[src/rtl/pipeline_control_unit_if.sv]
// Control/hazard bundle between the decoders, datapath and pipeline_control_unit.
interface pipeline_control_unit_if #(
  parameter int ADDR_W = 5
);
  logic              RegWriteD;
  logic [1:0]        ResultSrcD;
  logic              MemWriteD;
  logic              JumpD;
  logic              BranchD;
  logic              ALUSrcD;
  logic [1:0]        ALUOpD;
  logic [ADDR_W-1:0] Rs1D;
  logic [ADDR_W-1:0] Rs2D;
  logic [ADDR_W-1:0] RdD;
  logic              BrCondE;
  logic              dmem_ready;

  logic              ALUSrcE;
  logic [1:0]        ALUOpE;
  logic              MemWriteM;
  logic [1:0]        ResultSrcW;
  logic              RegWriteW;
  logic [ADDR_W-1:0] RdW;
  logic              PCSrcE;
  logic [1:0]        ForwardAE;
  logic [1:0]        ForwardBE;
  logic              StallF;
  logic              StallD;
  logic              StallEM;
  logic              FlushD;
  logic              dmem_req;

  modport master (
    output RegWriteD, ResultSrcD, MemWriteD, JumpD, BranchD, ALUSrcD, ALUOpD,
           Rs1D, Rs2D, RdD, BrCondE, dmem_ready,
    input  ALUSrcE, ALUOpE, MemWriteM, ResultSrcW, RegWriteW, RdW, PCSrcE,
           ForwardAE, ForwardBE, StallF, StallD, StallEM, FlushD, dmem_req
  );

  modport slave (
    input  RegWriteD, ResultSrcD, MemWriteD, JumpD, BranchD, ALUSrcD, ALUOpD,
           Rs1D, Rs2D, RdD, BrCondE, dmem_ready,
    output ALUSrcE, ALUOpE, MemWriteM, ResultSrcW, RegWriteW, RdW, PCSrcE,
           ForwardAE, ForwardBE, StallF, StallD, StallEM, FlushD, dmem_req
  );
endinterface

[src/rtl/pipeline_control_unit.sv]
// 5-stage pipeline control: E/M/W control registers, forwarding, load-use and
// branch hazards, and a data-memory wait tracker that freezes the pipeline.
module pipeline_control_unit #(
  parameter int ADDR_W = 5
) (
  input logic                    clk,
  input logic                    rst,
  pipeline_control_unit_if.slave bus
);

  typedef enum logic {
    ST_IDLE = 1'b0,
    ST_WAIT = 1'b1
  } state_t;

  state_t r_state;
  state_t w_state_next;

  logic              r_reg_write_e;
  logic [1:0]        r_result_src_e;
  logic              r_mem_write_e;
  logic              r_jump_e;
  logic              r_branch_e;
  logic              r_alu_src_e;
  logic [1:0]        r_alu_op_e;
  logic [ADDR_W-1:0] r_rs1_e;
  logic [ADDR_W-1:0] r_rs2_e;
  logic [ADDR_W-1:0] r_rd_e;

  logic              r_reg_write_m;
  logic [1:0]        r_result_src_m;
  logic              r_mem_write_m;
  logic [ADDR_W-1:0] r_rd_m;

  logic              r_reg_write_w;
  logic [1:0]        r_result_src_w;
  logic [ADDR_W-1:0] r_rd_w;

  logic w_mem_acc;
  logic w_mem_stall;
  logic w_pcsrc;
  logic w_lw_stall;
  logic w_flush_e;

  logic [ADDR_W-1:0] w_rs_e [2];
  logic [1:0]        w_fwd  [2];

  assign w_mem_acc   = r_mem_write_m | (r_result_src_m == 2'b01);
  assign w_mem_stall = w_mem_acc & ~bus.dmem_ready;
  assign w_pcsrc     = (r_branch_e & bus.BrCondE) | r_jump_e;
  // A memory freeze outranks both the load-use bubble and the branch flush.
  assign w_lw_stall  = ~w_mem_stall & (r_result_src_e == 2'b01) & (r_rd_e != '0) &
                       ((r_rd_e == bus.Rs1D) | (r_rd_e == bus.Rs2D));
  assign w_flush_e   = ~w_mem_stall & (w_lw_stall | w_pcsrc);

  assign w_rs_e[0] = r_rs1_e;
  assign w_rs_e[1] = r_rs2_e;

  genvar gi;
  generate
    for (gi = 0; gi < 2; gi++) begin : g_fwd
      assign w_fwd[gi] =
        (r_reg_write_m && r_rd_m != '0 && r_rd_m == w_rs_e[gi]) ? 2'b10 :
        (r_reg_write_w && r_rd_w != '0 && r_rd_w == w_rs_e[gi]) ? 2'b01 : 2'b00;
    end
  endgenerate

  always_ff @(posedge clk or posedge rst) begin
    if (rst) begin
      r_reg_write_e  <= 1'b0;
      r_result_src_e <= 2'b00;
      r_mem_write_e  <= 1'b0;
      r_jump_e       <= 1'b0;
      r_branch_e     <= 1'b0;
      r_alu_src_e    <= 1'b0;
      r_alu_op_e     <= 2'b00;
      r_rs1_e        <= '0;
      r_rs2_e        <= '0;
      r_rd_e         <= '0;
      r_reg_write_m  <= 1'b0;
      r_result_src_m <= 2'b00;
      r_mem_write_m  <= 1'b0;
      r_rd_m         <= '0;
      r_reg_write_w  <= 1'b0;
      r_result_src_w <= 2'b00;
      r_rd_w         <= '0;
    end else if (w_mem_stall) begin
      // E and M freeze; W takes a bubble so the stalled M op is not retired twice.
      r_reg_write_w  <= 1'b0;
      r_result_src_w <= 2'b00;
      r_rd_w         <= '0;
    end else begin
      r_reg_write_w  <= r_reg_write_m;
      r_result_src_w <= r_result_src_m;
      r_rd_w         <= r_rd_m;
      r_reg_write_m  <= r_reg_write_e;
      r_result_src_m <= r_result_src_e;
      r_mem_write_m  <= r_mem_write_e;
      r_rd_m         <= r_rd_e;
      if (w_flush_e) begin
        r_reg_write_e  <= 1'b0;
        r_result_src_e <= 2'b00;
        r_mem_write_e  <= 1'b0;
        r_jump_e       <= 1'b0;
        r_branch_e     <= 1'b0;
        r_alu_src_e    <= 1'b0;
        r_alu_op_e     <= 2'b00;
        r_rs1_e        <= '0;
        r_rs2_e        <= '0;
        r_rd_e         <= '0;
      end else begin
        r_reg_write_e  <= bus.RegWriteD;
        r_result_src_e <= bus.ResultSrcD;
        r_mem_write_e  <= bus.MemWriteD;
        r_jump_e       <= bus.JumpD;
        r_branch_e     <= bus.BranchD;
        r_alu_src_e    <= bus.ALUSrcD;
        r_alu_op_e     <= bus.ALUOpD;
        r_rs1_e        <= bus.Rs1D;
        r_rs2_e        <= bus.Rs2D;
        r_rd_e         <= bus.RdD;
      end
    end
  end

  always_ff @(posedge clk or posedge rst) begin
    if (rst) r_state <= ST_IDLE;
    else     r_state <= w_state_next;
  end

  // Status-only tracker; the stall itself comes from w_mem_stall.
  always_comb begin
    w_state_next = r_state;
    case (r_state)
      ST_IDLE: if (w_mem_stall)    w_state_next = ST_WAIT;
      ST_WAIT: if (bus.dmem_ready) w_state_next = ST_IDLE;
      default: w_state_next = ST_IDLE;
    endcase
  end

  assign bus.ALUSrcE    = r_alu_src_e;
  assign bus.ALUOpE     = r_alu_op_e;
  assign bus.MemWriteM  = r_mem_write_m;
  assign bus.ResultSrcW = r_result_src_w;
  assign bus.RegWriteW  = r_reg_write_w;
  assign bus.RdW        = r_rd_w;
  assign bus.PCSrcE     = w_pcsrc;
  assign bus.ForwardAE  = w_fwd[0];
  assign bus.ForwardBE  = w_fwd[1];
  assign bus.StallF     = w_mem_stall | w_lw_stall;
  assign bus.StallD     = w_mem_stall | w_lw_stall;
  assign bus.StallEM    = w_mem_stall;
  assign bus.FlushD     = w_pcsrc & ~w_mem_stall;
  assign bus.dmem_req   = w_mem_acc;

endmodule

[src/flat_wrapper.sv]
// flat-port wrapper written by rule: the top's interface ports become plain ports
module pipeline_control_unit_flat 
#(
  parameter int ADDR_W = 5
)
  (clk, rst, bus_RegWriteD, bus_ResultSrcD, bus_MemWriteD, bus_JumpD, bus_BranchD, bus_ALUSrcD, bus_ALUOpD, bus_Rs1D, bus_Rs2D, bus_RdD, bus_BrCondE, bus_dmem_ready, bus_ALUSrcE, bus_ALUOpE, bus_MemWriteM, bus_ResultSrcW, bus_RegWriteW, bus_RdW, bus_PCSrcE, bus_ForwardAE, bus_ForwardBE, bus_StallF, bus_StallD, bus_StallEM, bus_FlushD, bus_dmem_req);
  pipeline_control_unit_if #(.ADDR_W(ADDR_W)) bus_i ();
  input logic clk;
  input logic rst;
  input wire logic [$bits(bus_i.RegWriteD)-1:0] bus_RegWriteD;
  input wire logic [$bits(bus_i.ResultSrcD)-1:0] bus_ResultSrcD;
  input wire logic [$bits(bus_i.MemWriteD)-1:0] bus_MemWriteD;
  input wire logic [$bits(bus_i.JumpD)-1:0] bus_JumpD;
  input wire logic [$bits(bus_i.BranchD)-1:0] bus_BranchD;
  input wire logic [$bits(bus_i.ALUSrcD)-1:0] bus_ALUSrcD;
  input wire logic [$bits(bus_i.ALUOpD)-1:0] bus_ALUOpD;
  input wire logic [$bits(bus_i.Rs1D)-1:0] bus_Rs1D;
  input wire logic [$bits(bus_i.Rs2D)-1:0] bus_Rs2D;
  input wire logic [$bits(bus_i.RdD)-1:0] bus_RdD;
  input wire logic [$bits(bus_i.BrCondE)-1:0] bus_BrCondE;
  input wire logic [$bits(bus_i.dmem_ready)-1:0] bus_dmem_ready;
  output wire logic [$bits(bus_i.ALUSrcE)-1:0] bus_ALUSrcE;
  output wire logic [$bits(bus_i.ALUOpE)-1:0] bus_ALUOpE;
  output wire logic [$bits(bus_i.MemWriteM)-1:0] bus_MemWriteM;
  output wire logic [$bits(bus_i.ResultSrcW)-1:0] bus_ResultSrcW;
  output wire logic [$bits(bus_i.RegWriteW)-1:0] bus_RegWriteW;
  output wire logic [$bits(bus_i.RdW)-1:0] bus_RdW;
  output wire logic [$bits(bus_i.PCSrcE)-1:0] bus_PCSrcE;
  output wire logic [$bits(bus_i.ForwardAE)-1:0] bus_ForwardAE;
  output wire logic [$bits(bus_i.ForwardBE)-1:0] bus_ForwardBE;
  output wire logic [$bits(bus_i.StallF)-1:0] bus_StallF;
  output wire logic [$bits(bus_i.StallD)-1:0] bus_StallD;
  output wire logic [$bits(bus_i.StallEM)-1:0] bus_StallEM;
  output wire logic [$bits(bus_i.FlushD)-1:0] bus_FlushD;
  output wire logic [$bits(bus_i.dmem_req)-1:0] bus_dmem_req;
  assign bus_i.RegWriteD = bus_RegWriteD;
  assign bus_i.ResultSrcD = bus_ResultSrcD;
  assign bus_i.MemWriteD = bus_MemWriteD;
  assign bus_i.JumpD = bus_JumpD;
  assign bus_i.BranchD = bus_BranchD;
  assign bus_i.ALUSrcD = bus_ALUSrcD;
  assign bus_i.ALUOpD = bus_ALUOpD;
  assign bus_i.Rs1D = bus_Rs1D;
  assign bus_i.Rs2D = bus_Rs2D;
  assign bus_i.RdD = bus_RdD;
  assign bus_i.BrCondE = bus_BrCondE;
  assign bus_i.dmem_ready = bus_dmem_ready;
  assign bus_ALUSrcE = bus_i.ALUSrcE;
  assign bus_ALUOpE = bus_i.ALUOpE;
  assign bus_MemWriteM = bus_i.MemWriteM;
  assign bus_ResultSrcW = bus_i.ResultSrcW;
  assign bus_RegWriteW = bus_i.RegWriteW;
  assign bus_RdW = bus_i.RdW;
  assign bus_PCSrcE = bus_i.PCSrcE;
  assign bus_ForwardAE = bus_i.ForwardAE;
  assign bus_ForwardBE = bus_i.ForwardBE;
  assign bus_StallF = bus_i.StallF;
  assign bus_StallD = bus_i.StallD;
  assign bus_StallEM = bus_i.StallEM;
  assign bus_FlushD = bus_i.FlushD;
  assign bus_dmem_req = bus_i.dmem_req;
  pipeline_control_unit #(.ADDR_W(ADDR_W)) u_core (.clk(clk), .rst(rst), .bus(bus_i));
endmodule
[config.mk]
export PLATFORM = sky130hd
export DESIGN_NAME = pipeline_control_unit_flat
export DESIGN_NICKNAME = d
export VERILOG_FILES = /design/src/rtl/pipeline_control_unit_if.sv /design/src/rtl/pipeline_control_unit.sv /design/src/flat_wrapper.sv
export SDC_FILE = /design/constraint.sdc
export NUM_CORES = 1
export LEC_CHECK = 0
export ABC_AREA = 1
export BUFFER_PORTS_ARGS = -buffer_cell sky130_fd_sc_hd__buf_2
export CORE_AREA = 8 8 65 78
export DETAILED_ROUTE_END_ITERATION = 7
export DIE_AREA = 0 0 73 86
export PLACE_DENSITY = 0.82
export SYNTH_ARGS = -nofsm -noshare
export SYNTH_HDL_FRONTEND = slang
export SYNTH_SLANG_ARGS = --single-unit
[constraint.sdc]
create_clock -name clk -period 2.2 [get_ports clk]
set_input_delay 0.22 -clock clk [delete_from_list [all_inputs] [get_ports clk]]
set_output_delay 0.22 -clock clk [all_outputs]
set_load 0.02 [all_outputs]
==> metrics.txt <==
transition at the pin with the smallest max-transition slack=around 500 ps; routability-driven placement congestion ratio=0.8120; TritonCTS clock tree=built; maximum number of pins on one net before global-route repair=42; Critical R2R Capture=u_core.r_result_src_e[1]$_DFFE_PP0N_; proportion of netlist area held by the largest area contributor=0.4875; Post-Synthesis Mean Instance Area=~8.1 um2; Netlist Area Pre-Place=about 2100 um2; Max-Slew Margin vs Limit=0.6703; most used cell, CP=sky130_fd_sc_hd__nand2_4; DIE WIDTH=73 um; HPWL after detailed placement=around 3700 um; final global-route overflow total=0; starting utilization of the core area=0.5470; number of setup violations in the final report=0; FF-to-FF Start=u_core.r_result_src_m[1]$_DFFE_PP0N_; f_max=approximately 480 MHz; switching share of total power=0.4486; wire length of the first global-routing pass=~8400 um; Critical Path AT=approximately 1800 ps; instance area after placement=about 2400 um2; Power Dens Cells=1446 nW/um2; ports placed on the boundary=50; die height=~86 um; wire length after detailed routing=a little under 5000 um; Area growth, synth to finish=17.66%; area of the die=about 6300 um2; Yosys warnings=0; synthesized instance count=259; Max rail drop VDD=880.0 uV; status=complete, no violations; final worst path period share=0.9376; reg-to-reg slack, setup=460 ps; Crit Path Class=flop to primary output; clock power share=0.131; standard-cell row count=25; number of distinct library cells after synthesis=23; Setup crit start=u_core.bus.MemWriteM$_DFFE_PP0N_; final standard cell area without fillers=between 2000 and 2500 um2; worst endpoint required time=between 1500 and 2000 ps; switching power=approximately 1.6 mW; drt via density=about 5; first-iteration detailed-routing DRC count=around 100; post-synthesis sequential area ratio=0.4875; number of nets in the layout=between 300 and 400; total leakage power=between 1 and 1.5 nW; CP Capture Type=primary output; highest-delay cell along the critical path=sky130_fd_sc_hd__dfrtp_1; hold-fix buffer count after cts=0; clock insertion delay at the later pin of the skew report=roughly 290 ps; clock transition at the registers of the reported paths=70 ps; setup repair after global routing missed its margin=false; DRT antenna net count=0; number of buffers added on ports=49; global router's overall resource usage=0.1682; fraction of final layout cells sized beyond drive strength 1=0.2492; number of slew-limit violations in the final report=0; number of storage elements in the synthesis netlist=just over 40; register share of total power=0.406; average detailed-routed wire length per instance=between 10 and 15 um; H-tree levels=2; final hold violation count=0; antenna violations before repair=0; number of buffers created by CTS=5; largest buffer count on any clock path=2; Gate power share=0.464; most area-hungry cell type in the Yosys netlist=sky130_fd_sc_hd__dfrtp_1; number of nets produced by synthesis=approximately 290; top post-synthesis cells by area=sky130_fd_sc_hd__dfrtp_1, sky130_fd_sc_hd__nand2_1, sky130_fd_sc_hd__nand4_1, sky130_fd_sc_hd__xnor2_1, sky130_fd_sc_hd__nor2_1; Hold/Removal Path Class=primary input to async pin; cell internal pwr=~2.0 mW; count of antenna diodes in the layout=0; Pre-antenna DRT Iters=4; summed negative setup slack over all endpoints=0 ps; worst setup skew after layout=between 3 and 4 ps; list of cells traversed by the critical path=inv_1 -> o21ai_4 -> nand2_4 -> nand3_1 -> nor2_1 -> nand2_4 -> nand2_1 -> buf_2; Worst setup SP type=flop; max incr delay on CP=380 ps; root buffer cell=sky130_fd_sc_hd__clkbuf_8; logic depth of the worst register-to-register path=7; standard cell core area=just under 4000 um2; remaining design rule violation count=0; Crit Path Max Fanout=25; Vias=between 1500 and 2000; TritonCTS Sinks=around 40; count of maximum capacitance violations=0; Period minus WS final=~2100 ps; number of global-route vias before repair=around 1900
## worst max-delay path, delay by kind of cell, from the launching register on
family / cells / cell delay, ps
compound gates: 1 / 80
flops: 1 / 380
buf+inv: 2 / 280
simple gates: 5 / 810
## cell type report
class / instances / area [um2]
fillers: 351 / 1371
clock buffers: 6 / 72.57
well taps: 54 / 67.56
clock inverters: 2 / 10.01
multi-input cells: 179 / 912.1
flip-flops and latches: 41 / 1026
inverters: 27 / 101.3
repair buffers: 54 / 286.5
## worst max-delay path by stage
stage                                         endpoint  cells after the start
after floorplan                       bus_ForwardAE[0]                      3
after global placement    u_core.r_rd_e[0]$_DFFE_PP0N_                      7
after detailed placement  u_core.r_rd_e[0]$_DFFE_PP0N_                      7
after CTS                                   bus_FlushD                      7
after global routing                        bus_StallD                      8
final                                       bus_StallD                      8
## power groups by stage
stage / clock, mW / combinational [mW] / sequential [mW]
detailed placement: 0 / 1.66 / 1.46
finish: 0.468 / 1.66 / 1.45
floorplan: 0 / 1.14 / 1.50
global route: 0.507 / 1.86 / 1.51
global placement: 0 / 1.62 / 1.45
CTS: 0.474 / 1.67 / 1.45
## repair_timing
| item | 4_1_cts | 5_1_grt |
|---|---|---|
| setup endpoints to repair | 0 | 1 |
| resized for setup | 0 | 1 |
| setup buffers | 0 | 0 |
| hold endpoints to repair | 0 | 0 |
## state kept, by name, indices dropped and copies added (netlist names)
signal,count
u_core.bus.ALUOpE,2
u_core.bus.ALUSrcE,1
u_core.bus.MemWriteM,1
u_core.bus.RdW,5
u_core.bus.RegWriteW,1
u_core.bus.ResultSrcW,2
u_core.r_branch_e,1
u_core.r_jump_e,1
u_core.r_mem_write_e,1
u_core.r_rd_e,5
u_core.r_rd_m,5
u_core.r_reg_write_e,1
u_core.r_reg_write_m,1
u_core.r_result_src_e,2
u_core.r_result_src_m,2
u_core.r_rs1_e,5
u_core.r_rs2_e,5
## synthesized netlist by cell type
master,count
sky130_fd_sc_hd__nand2_2,1
sky130_fd_sc_hd__o21ai_1,1
sky130_fd_sc_hd__nand2_1,84
sky130_fd_sc_hd__clkbuf_1,4
sky130_fd_sc_hd__inv_1,15
sky130_fd_sc_hd__buf_1,1
sky130_fd_sc_hd__xor2_1,6
sky130_fd_sc_hd__nor2_1,19
sky130_fd_sc_hd__nor4_1,1
sky130_fd_sc_hd__buf_4,1
sky130_fd_sc_hd__a21oi_1,1
sky130_fd_sc_hd__o21ai_4,1
sky130_fd_sc_hd__inv_2,11
sky130_fd_sc_hd__nand3_1,7
sky130_fd_sc_hd__nand4_1,26
sky130_fd_sc_hd__buf_2,4
sky130_fd_sc_hd__buf_6,2
sky130_fd_sc_hd__nor3_1,5
sky130_fd_sc_hd__dfrtp_1,41
sky130_fd_sc_hd__nand2_4,2
sky130_fd_sc_hd__o21ai_0,9
sky130_fd_sc_hd__xnor2_1,16
sky130_fd_sc_hd__clkinv_1,1
## per-layer routing
| metal | GRT usage | wire length (um) | share of wire |
|---|---|---|---|
| met5 | 0 | 0 | 0 |
| met4 | 0.07299 | 75 | 0.015 |
| met3 | 0.04901 | 283 | 0.058 |
| met2 | 0.2787 | 2484 | 0.51 |
| met1 | 0.1946 | 1996 | 0.41 |
## through the flow
step	setup WS (ps)	power, mW	instances	hold WS (ps)	util
5_1_grt	8.145	3.872	363	88.56	0.6436
4_1_cts	138.0	3.595	363	50.09	0.6426
2_1_floorplan	358.8	2.643	259	363.9	-
3_5_place_dp	452.1	3.126	355	367.2	0.6211
3_3_place_gp	493.5	3.072	355	367.0	0.6211
6_report	137.2	3.580	363	29.78	0.6436
## kinds of logic (layout without fill, tap and decap cells)
| kind of cell | Yosys count | count (layout) | synth area share |
|---|---|---|---|
| flops | 41 | 41 | 0.4875 |
| xor+xnor | 22 | 22 | 0.09156 |
| buf+inv | 39 | 89 | 0.08085 |
| compound gates | 12 | 12 | 0.03388 |
| simple gates | 145 | 145 | 0.3062 |
## cell usage in the layout (no fill, tap or decap), types with 4 or more instances in the layout
cell type / n
sky130_fd_sc_hd__buf_2: 49
sky130_fd_sc_hd__buf_4: 4
sky130_fd_sc_hd__clkbuf_8: 5
sky130_fd_sc_hd__dfrtp_1: 41
sky130_fd_sc_hd__inv_1: 15
sky130_fd_sc_hd__inv_2: 11
sky130_fd_sc_hd__nand2_1: 84
sky130_fd_sc_hd__nand3_1: 7
sky130_fd_sc_hd__nand4_1: 26
sky130_fd_sc_hd__nor2_1: 19
sky130_fd_sc_hd__nor3_1: 5
sky130_fd_sc_hd__o21ai_0: 9
sky130_fd_sc_hd__xnor2_1: 16
sky130_fd_sc_hd__xor2_1: 6
(Power assumes the default switching activity.)
